File: config.mk
export PLATFORM = sky130hd
export DESIGN_NAME = moesif_snoop_controller_flat
export DESIGN_NICKNAME = d
export VERILOG_FILES = /design/src/rtl/moesif_snoop_controller_if.sv /design/src/rtl/moesif_snoop_controller.sv /design/src/flat_wrapper.sv
export SDC_FILE = /design/constraint.sdc
export NUM_CORES = 1
export LEC_CHECK = 0
export ABC_AREA = 1
export BUFFER_PORTS_ARGS = -buffer_cell sky130_fd_sc_hd__buf_4
export CORE_MARGIN = 10
export CORE_UTILIZATION = 25
export DETAILED_ROUTE_END_ITERATION = 10
export HOLD_SLACK_MARGIN = 0.12
export PLACE_DENSITY = 0.52
export SLEW_MARGIN = 20
export SYNTH_ARGS = -nofsm -noshare
export SYNTH_HDL_FRONTEND = slang
export SYNTH_SLANG_ARGS = --single-unit
File: constraint.sdc
create_clock -name clock -period 1.47 [get_ports clock]
set_input_delay 0.0735 -clock clock [delete_from_list [all_inputs] [get_ports clock]]
set_output_delay 0.0735 -clock clock [all_outputs]
set_load 0.01 [all_outputs]
File: src/rtl/moesif_snoop_controller_if.sv
// Bus and snoop-port signal bundle for the MOESIF snoop controller.
// The slave modport is the controller view. The master modport is the
// bus/cache view.
interface moesif_snoop_controller_if #(
    parameter int TAG_WIDTH    = 8,
    parameter int INDEX_WIDTH  = 6,
    parameter int OFFSET_WIDTH = 2,
    parameter int DATA_WIDTH   = 16,
    parameter int ID_WIDTH     = 2
);
    localparam int ADDR_WIDTH = TAG_WIDTH + INDEX_WIDTH + OFFSET_WIDTH;

    logic                    busRequest;
    logic [1:0]              busCommand;
    logic [ID_WIDTH-1:0]     busRequesterId;
    logic [ADDR_WIDTH-1:0]   busAddress;
    logic                    busAck;
    logic                    sharedOut;
    logic                    supplyOut;
    logic [DATA_WIDTH-1:0]   busDataOut;
    logic [TAG_WIDTH-1:0]    snoopTag;
    logic [INDEX_WIDTH-1:0]  snoopIndex;
    logic [OFFSET_WIDTH-1:0] snoopOffset;
    logic                    snoopHit;
    logic [2:0]              snoopStateOut;
    logic [DATA_WIDTH-1:0]   snoopDataOut;
    logic                    snoopWriteState;
    logic [2:0]              snoopStateIn;
    logic                    cacheBusy;
    logic                    invalidateEnable;

    modport slave (
        input  busRequest, busCommand, busRequesterId, busAddress,
               snoopHit, snoopStateOut, snoopDataOut, cacheBusy,
        output busAck, sharedOut, supplyOut, busDataOut,
               snoopTag, snoopIndex, snoopOffset,
               snoopWriteState, snoopStateIn, invalidateEnable
    );

    modport master (
        output busRequest, busCommand, busRequesterId, busAddress,
               snoopHit, snoopStateOut, snoopDataOut, cacheBusy,
        input  busAck, sharedOut, supplyOut, busDataOut,
               snoopTag, snoopIndex, snoopOffset,
               snoopWriteState, snoopStateIn, invalidateEnable
    );
endinterface

File: src/rtl/moesif_snoop_controller.sv
// MOESIF snoop controller: watches word-by-word bus transactions from other
// caches. It looks the word up in the local snoop port, and it reports
// shared/supply with data. On the last word of a read block, or on an
// invalidate, it rewrites the local line state.
module moesif_snoop_controller #(
    parameter int TAG_WIDTH    = 8,
    parameter int INDEX_WIDTH  = 6,
    parameter int OFFSET_WIDTH = 2,
    parameter int DATA_WIDTH   = 16,
    parameter int ID_WIDTH     = 2,
    parameter int CACHE_ID     = 0
) (
    input logic                      clock,
    input logic                      reset,
    moesif_snoop_controller_if.slave bus
);
    localparam logic [1:0] CMD_READ  = 2'd0;
    localparam logic [1:0] CMD_RDX   = 2'd1;
    localparam logic [1:0] CMD_INVAL = 2'd2;

    localparam logic [2:0] S_INVALID   = 3'd0;
    localparam logic [2:0] S_SHARED    = 3'd1;
    localparam logic [2:0] S_EXCLUSIVE = 3'd2;
    localparam logic [2:0] S_OWNED     = 3'd3;
    localparam logic [2:0] S_MODIFIED  = 3'd4;
    localparam logic [2:0] S_FORWARD   = 3'd5;

    typedef enum logic [1:0] {
        ST_IDLE    = 2'd0,
        ST_LOOKUP  = 2'd1,
        ST_RESPOND = 2'd2,
        ST_UPDATE  = 2'd3
    } fsm_t;

    fsm_t                    fsm_r;
    logic [1:0]              cmd_r;
    logic                    ack_r;
    logic                    ack_last_r;
    logic                    shared_r;
    logic                    supply_r;
    logic [DATA_WIDTH-1:0]   data_r;
    logic [TAG_WIDTH-1:0]    tag_r;
    logic [INDEX_WIDTH-1:0]  index_r;
    logic [OFFSET_WIDTH-1:0] offset_r;
    logic                    write_r;
    logic [2:0]              state_in_r;
    logic                    inval_r;
    logic                    due_r;
    logic [2:0]              new_state_r;

    logic                    own_s;
    logic                    accept_s;
    logic                    owner_s;
    logic                    supply_s;
    logic                    change_s;
    logic                    due_s;
    logic [2:0]              new_state_s;

    assign bus.busAck           = ack_r;
    assign bus.sharedOut        = shared_r;
    assign bus.supplyOut        = supply_r;
    assign bus.busDataOut       = data_r;
    assign bus.snoopTag         = tag_r;
    assign bus.snoopIndex       = index_r;
    assign bus.snoopOffset      = offset_r;
    assign bus.snoopWriteState  = write_r;
    assign bus.snoopStateIn     = state_in_r;
    assign bus.invalidateEnable = inval_r;

    // Decode request acceptance, supply condition and next line state.
    always_comb begin
        own_s       = (bus.busRequesterId == ID_WIDTH'(CACHE_ID));
        // A request still held high right after its ack is not a new one.
        accept_s    = bus.busRequest && !ack_r && !ack_last_r;
        owner_s     = (bus.snoopStateOut == S_MODIFIED) || (bus.snoopStateOut == S_OWNED) ||
                      (bus.snoopStateOut == S_EXCLUSIVE) || (bus.snoopStateOut == S_FORWARD);
        supply_s    = bus.snoopHit && owner_s && ((cmd_r == CMD_READ) || (cmd_r == CMD_RDX));
        change_s    = 1'b0;
        new_state_s = bus.snoopStateOut;
        case (cmd_r)
            CMD_READ: begin
                case (bus.snoopStateOut)
                    S_MODIFIED:  begin change_s = 1'b1; new_state_s = S_OWNED;  end
                    S_EXCLUSIVE: begin change_s = 1'b1; new_state_s = S_SHARED; end
                    S_FORWARD:   begin change_s = 1'b1; new_state_s = S_SHARED; end
                    default:     begin change_s = 1'b0; new_state_s = bus.snoopStateOut; end
                endcase
            end
            CMD_RDX, CMD_INVAL: begin
                change_s    = 1'b1;
                new_state_s = S_INVALID;
            end
            default: begin
                change_s    = 1'b0;
                new_state_s = bus.snoopStateOut;
            end
        endcase
        // Reads change the state only on the last word, so earlier words still see the old owner.
        if (cmd_r == CMD_INVAL) begin
            due_s = bus.snoopHit && change_s;
        end else begin
            due_s = bus.snoopHit && change_s && (&offset_r);
        end
    end

    // Snoop FSM with all outputs registered.
    always_ff @(posedge clock or negedge reset) begin
        if (!reset) begin
            fsm_r       <= ST_IDLE;
            cmd_r       <= 2'd0;
            ack_r       <= 1'b0;
            ack_last_r  <= 1'b0;
            shared_r    <= 1'b0;
            supply_r    <= 1'b0;
            data_r      <= '0;
            tag_r       <= '0;
            index_r     <= '0;
            offset_r    <= '0;
            write_r     <= 1'b0;
            state_in_r  <= 3'd0;
            inval_r     <= 1'b0;
            due_r       <= 1'b0;
            new_state_r <= 3'd0;
        end else begin
            ack_last_r <= ack_r;
            case (fsm_r)
                ST_IDLE: begin
                    ack_r    <= 1'b0;
                    shared_r <= 1'b0;
                    supply_r <= 1'b0;
                    data_r   <= '0;
                    write_r  <= 1'b0;
                    inval_r  <= 1'b0;
                    if (accept_s && own_s) begin
                        ack_r <= 1'b1;
                    end else if (accept_s) begin
                        cmd_r    <= bus.busCommand;
                        {tag_r, index_r, offset_r} <= bus.busAddress;
                        fsm_r    <= ST_LOOKUP;
                    end else begin
                        fsm_r <= ST_IDLE;
                    end
                end
                ST_LOOKUP: begin
                    if (!bus.cacheBusy) begin
                        ack_r       <= 1'b1;
                        shared_r    <= bus.snoopHit;
                        supply_r    <= supply_s;
                        data_r      <= supply_s ? bus.snoopDataOut : '0;
                        due_r       <= due_s;
                        new_state_r <= new_state_s;
                        fsm_r       <= ST_RESPOND;
                    end else begin
                        fsm_r <= ST_LOOKUP;
                    end
                end
                ST_RESPOND: begin
                    ack_r <= 1'b0;
                    if (due_r) begin
                        write_r    <= 1'b1;
                        state_in_r <= new_state_r;
                        inval_r    <= (new_state_r == S_INVALID);
                        fsm_r      <= ST_UPDATE;
                    end else begin
                        shared_r <= 1'b0;
                        supply_r <= 1'b0;
                        data_r   <= '0;
                        fsm_r    <= ST_IDLE;
                    end
                end
                ST_UPDATE: begin
                    write_r  <= 1'b0;
                    inval_r  <= 1'b0;
                    shared_r <= 1'b0;
                    supply_r <= 1'b0;
                    data_r   <= '0;
                    fsm_r    <= ST_IDLE;
                end
                default: begin
                    ack_r    <= 1'b0;
                    write_r  <= 1'b0;
                    inval_r  <= 1'b0;
                    shared_r <= 1'b0;
                    supply_r <= 1'b0;
                    data_r   <= '0;
                    fsm_r    <= ST_IDLE;
                end
            endcase
        end
    end
endmodule
File: src/flat_wrapper.sv
// flat-port wrapper written by rule: the top's interface ports become plain ports
module moesif_snoop_controller_flat 
#(
    parameter int TAG_WIDTH    = 8,
    parameter int INDEX_WIDTH  = 6,
    parameter int OFFSET_WIDTH = 2,
    parameter int DATA_WIDTH   = 16,
    parameter int ID_WIDTH     = 2,
    parameter int CACHE_ID     = 0
)
  (clock, reset, bus_busRequest, bus_busCommand, bus_busRequesterId, bus_busAddress, bus_snoopHit, bus_snoopStateOut, bus_snoopDataOut, bus_cacheBusy, bus_busAck, bus_sharedOut, bus_supplyOut, bus_busDataOut, bus_snoopTag, bus_snoopIndex, bus_snoopOffset, bus_snoopWriteState, bus_snoopStateIn, bus_invalidateEnable);
  moesif_snoop_controller_if #(.TAG_WIDTH(TAG_WIDTH), .INDEX_WIDTH(INDEX_WIDTH), .OFFSET_WIDTH(OFFSET_WIDTH), .DATA_WIDTH(DATA_WIDTH), .ID_WIDTH(ID_WIDTH)) bus_i ();
  input logic clock;
  input logic reset;
  input wire logic [$bits(bus_i.busRequest)-1:0] bus_busRequest;
  input wire logic [$bits(bus_i.busCommand)-1:0] bus_busCommand;
  input wire logic [$bits(bus_i.busRequesterId)-1:0] bus_busRequesterId;
  input wire logic [$bits(bus_i.busAddress)-1:0] bus_busAddress;
  input wire logic [$bits(bus_i.snoopHit)-1:0] bus_snoopHit;
  input wire logic [$bits(bus_i.snoopStateOut)-1:0] bus_snoopStateOut;
  input wire logic [$bits(bus_i.snoopDataOut)-1:0] bus_snoopDataOut;
  input wire logic [$bits(bus_i.cacheBusy)-1:0] bus_cacheBusy;
  output wire logic [$bits(bus_i.busAck)-1:0] bus_busAck;
  output wire logic [$bits(bus_i.sharedOut)-1:0] bus_sharedOut;
  output wire logic [$bits(bus_i.supplyOut)-1:0] bus_supplyOut;
  output wire logic [$bits(bus_i.busDataOut)-1:0] bus_busDataOut;
  output wire logic [$bits(bus_i.snoopTag)-1:0] bus_snoopTag;
  output wire logic [$bits(bus_i.snoopIndex)-1:0] bus_snoopIndex;
  output wire logic [$bits(bus_i.snoopOffset)-1:0] bus_snoopOffset;
  output wire logic [$bits(bus_i.snoopWriteState)-1:0] bus_snoopWriteState;
  output wire logic [$bits(bus_i.snoopStateIn)-1:0] bus_snoopStateIn;
  output wire logic [$bits(bus_i.invalidateEnable)-1:0] bus_invalidateEnable;
  assign bus_i.busRequest = bus_busRequest;
  assign bus_i.busCommand = bus_busCommand;
  assign bus_i.busRequesterId = bus_busRequesterId;
  assign bus_i.busAddress = bus_busAddress;
  assign bus_i.snoopHit = bus_snoopHit;
  assign bus_i.snoopStateOut = bus_snoopStateOut;
  assign bus_i.snoopDataOut = bus_snoopDataOut;
  assign bus_i.cacheBusy = bus_cacheBusy;
  assign bus_busAck = bus_i.busAck;
  assign bus_sharedOut = bus_i.sharedOut;
  assign bus_supplyOut = bus_i.supplyOut;
  assign bus_busDataOut = bus_i.busDataOut;
  assign bus_snoopTag = bus_i.snoopTag;
  assign bus_snoopIndex = bus_i.snoopIndex;
  assign bus_snoopOffset = bus_i.snoopOffset;
  assign bus_snoopWriteState = bus_i.snoopWriteState;
  assign bus_snoopStateIn = bus_i.snoopStateIn;
  assign bus_invalidateEnable = bus_i.invalidateEnable;
  moesif_snoop_controller #(.TAG_WIDTH(TAG_WIDTH), .INDEX_WIDTH(INDEX_WIDTH), .OFFSET_WIDTH(OFFSET_WIDTH), .DATA_WIDTH(DATA_WIDTH), .ID_WIDTH(ID_WIDTH), .CACHE_ID(CACHE_ID)) u_core (.clock(clock), .reset(reset), .bus(bus_i));
endmodule
==> flow_metrics.tcl <==
set metrics [dict create \
    crit_chain "inv_2 > ha_1 > inv_2 > nor2_8 > buf_12 > nand3_1 > nand2_1" \
    grtUsageMet1_pct 12.3 \
    final_cell_mix "nand2_1, buf_4, dfrtp_1, dlygate4sd3_1, nand3_1" \
    cp_slowest_cell "dfrtp_2" \
    grt_pass1_vias 2348 \
    htreeDepth 2 \
    n_antenna_cell 0 \
    postRouteAntennaNets 0 \
    dr.pass1.iters 4 \
    layout-drive-gt1-share_pct 30.1 \
    min_from "bus_cacheBusy" \
    post_drt_wl_per_cell_um 13.2 \
    grt_max_degree 50 \
    die_h_um 117 \
    seq_area_frac_synth_pct 52.5 \
    cts_buffer_depth 2 \
    grt_usage_pct 10.3 \
    grt_pass1_wl_um 11200 \
    p_leak_nw 1.98 \
    path_delay_family "flip-flops" \
    worst_pin_slew_ns 0.639 \
    dp_hpwl_um 4920 \
    rows 35 \
    worst_ep_required_time_ns 1.72 \
    drc 0 \
    dieArea_mm2 0.0136 \
    ys_types 21 \
    cp.arrival_ns 1.60 \
    skew_ns 0.00564 \
    final-seq-area_mm2 0.00123 \
    grt_use_met2_pct 16.3 \
    top_usage_layer "met2" \
    cts_buffers 5 \
    final_common_cell "nand2_1" \
    cp_max_fo 13 \
    syn_avg_cell_area_um2 8.67 \
    r2r-start "u_core.fsm_r[0]" \
    drv_slew 0 \
    cp-start-kind "register" \
    critPathBufInv 3 \
    yosys-top-cells-area "dfrtp_1, nand2_1, nand3_1" \
    crit_start "u_core.fsm_r[0]" \
    routabilityCongestion 0.756 \
    status "completed" \
    io_pins 84 \
    hp-class "input port to register" \
    synth_top_area_share_pct 52.5 \
    ir_drop_v 0.000709 \
    slew_headroom_pct 57.4 \
    port_buffers 83 \
    power_w 0.00519 \
    drt_iter0_markers 115 \
    vias 2189 \
    clk_root_buffer_cell "clkbuf_8" \
    grtUsageMet3_pct 5.55 \
    cts_tree "built" \
    endpoint_kind "register" \
    min_period_ns 1.35 \
    yosys_warnings 0 \
    fillers 917 \
    final_net_count 454 \
    synthCells 269 \
    finalSetupTns_ns 0 \
    power_density_mw_per_mm2 1410 \
    multiInputGateArea_um2 993 \
    fmax_mhz 739 \
    critPathKind "register to register" \
    finalCritPeriodShare_pct 92.1 \
    drt_wl_total_um 6760 \
    slowest_delay_ns 0.46 \
    clk_pin_slew_ns 0.09 \
    core_mm2 0.00915 \
    area_growth_pct 57.5 \
    start_util_pct 25.5 \
    crit_top_cell "inv_2" \
    antenna_found_initial 0 \
    vias_per_cell 4.27 \
    final-hold-violation-count 0 \
    clkLatencyLatePin_ns 0.31 \
    clkSinkCount 49 \
    overflow 0 \
    yosys.area.top_type "dfrtp_1" \
    syn_nets 322 \
    yosys_register_bits 49 \
    die-width_um 117 \
    netlist_area_mm2 0.00233 \
    cap_violations 0 \
    rsz0062_at_grt "no" \
    finalSetupViolCount 0 \
]
## kinds of logic (layout without fill, tap and decap cells)
family,after synthesis,after routing,share of synthesized area (%)
AOI/OAI and AO/OA,16,16,3.59
adders and majority gates,9,9,4.83
buffers and inverters,31,164,6.43
DFF,49,49,52.5
and+or+nand+nor,164,164,32.6
## worst min-delay path, cell delays in order
cell     delay (ns)
buf_4          0.09
inv_1          0.04
nand4_1        0.06
nor2_1         0.04
nand2_1        0.05
nand2_1        0.04
## where the power goes
group          leakage (nW)  total (W)  internal, W  switching, W
combinational          1.28    0.00227      0.00105       0.00122
clock                0.0542   0.000884     0.000426      0.000457
sequential            0.645    0.00204      0.00174      0.000300
total                  1.98    0.00519      0.00321       0.00198
## routing by layer
metal | wire [um] | share of wire (%) | up-vias
li1 | - | - | 1113
met5 | 0 | 0 | -
met1 | 2940 | 43 | 1001
met4 | 44 | 0.65 | 0
met2 | 3120 | 46 | 70
met3 | 655 | 9.7 | 5
## flip-flops by register name (all words and copies together) (netlist names)
register                     count
u_core.bus.busDataOut           16
u_core.bus.snoopTag              8
u_core.bus.snoopIndex            6
u_core.bus.snoopStateIn          3
u_core.new_state_r               3
u_core.bus.snoopOffset           2
u_core.cmd_r                     2
u_core.fsm_r                     2
u_core.ack_last_r                1
u_core.bus.busAck                1
u_core.bus.invalidateEnable      1
u_core.bus.sharedOut             1
u_core.bus.snoopWriteState       1
u_core.bus.supplyOut             1
u_core.due_r                     1
## final cells by class
| cell class | instances | area share (%) |
|---|---|---|
| Timing Repair Buffer | 133 | 30.7 |
| Sequential cell | 49 | 33.4 |
| Clock buffer | 7 | 2.62 |
| Inverter | 23 | 2.35 |
| Clock inverter | 1 | 0.136 |
| Tap cell | 111 | 3.78 |
| Multi-Input combinational cell | 189 | 27.0 |
## repair_timing
action | 4_1_cts | 5_1_grt
resized for setup | 0 | 11
setup buffers | 0 | 3
hold buffers | 40 | 0
endpoints found under the setup margin | 0 | 41
endpoints found under the hold margin | 87 | 0
## cell usage after synthesis
cell type and count:
dfrtp_1 49, nor2_8 2, nand2_4 2, nor3_4 1
nand4_1 4, nand3_2 1, nand3_1 37, a21oi_1 7
nor2_4 2, o22ai_1 1, buf_2 3, nor2_1 7
nand2_2 3, buf_4 2, buf_6 3, o211ai_1 1
nand2_1 105, o21ai_0 7, inv_1 21, inv_2 2
ha_1 9
## metrics by stage
stage	hold slack [ns]	utilization (%)	worst slack [ns]	instance area [um^2]	cells
after floorplan	-0.222	-	0.0985	2330	269
final	0.123	40.2	0.116	3680	513
after global routing	0.145	40.2	0.00305	3680	513
after CTS	0.124	39.5	0.0403	3610	510
after global placement	0.144	34.0	0.0876	3110	462
after detailed placement	0.151	34.0	0.0507	3110	462
## worst paths after layout
path / cells past startpoint / to / slack [ns]
setup / recovery: 7 / u_core.bus.snoopTag[3] / 0.12
hold / removal: 6 / u_core.due_r / 0.12
setup reg to reg: 7 / u_core.bus.snoopTag[3] / 0.12
hold reg to reg: 2 / u_core.bus.snoopIndex[2] / 0.48
max in group asynchronous: 2 / u_core.fsm_r[0] / 0.67
min in group asynchronous: 2 / u_core.bus.snoopTag[5] / 0.32
Power figures use the tool's default switching activity.
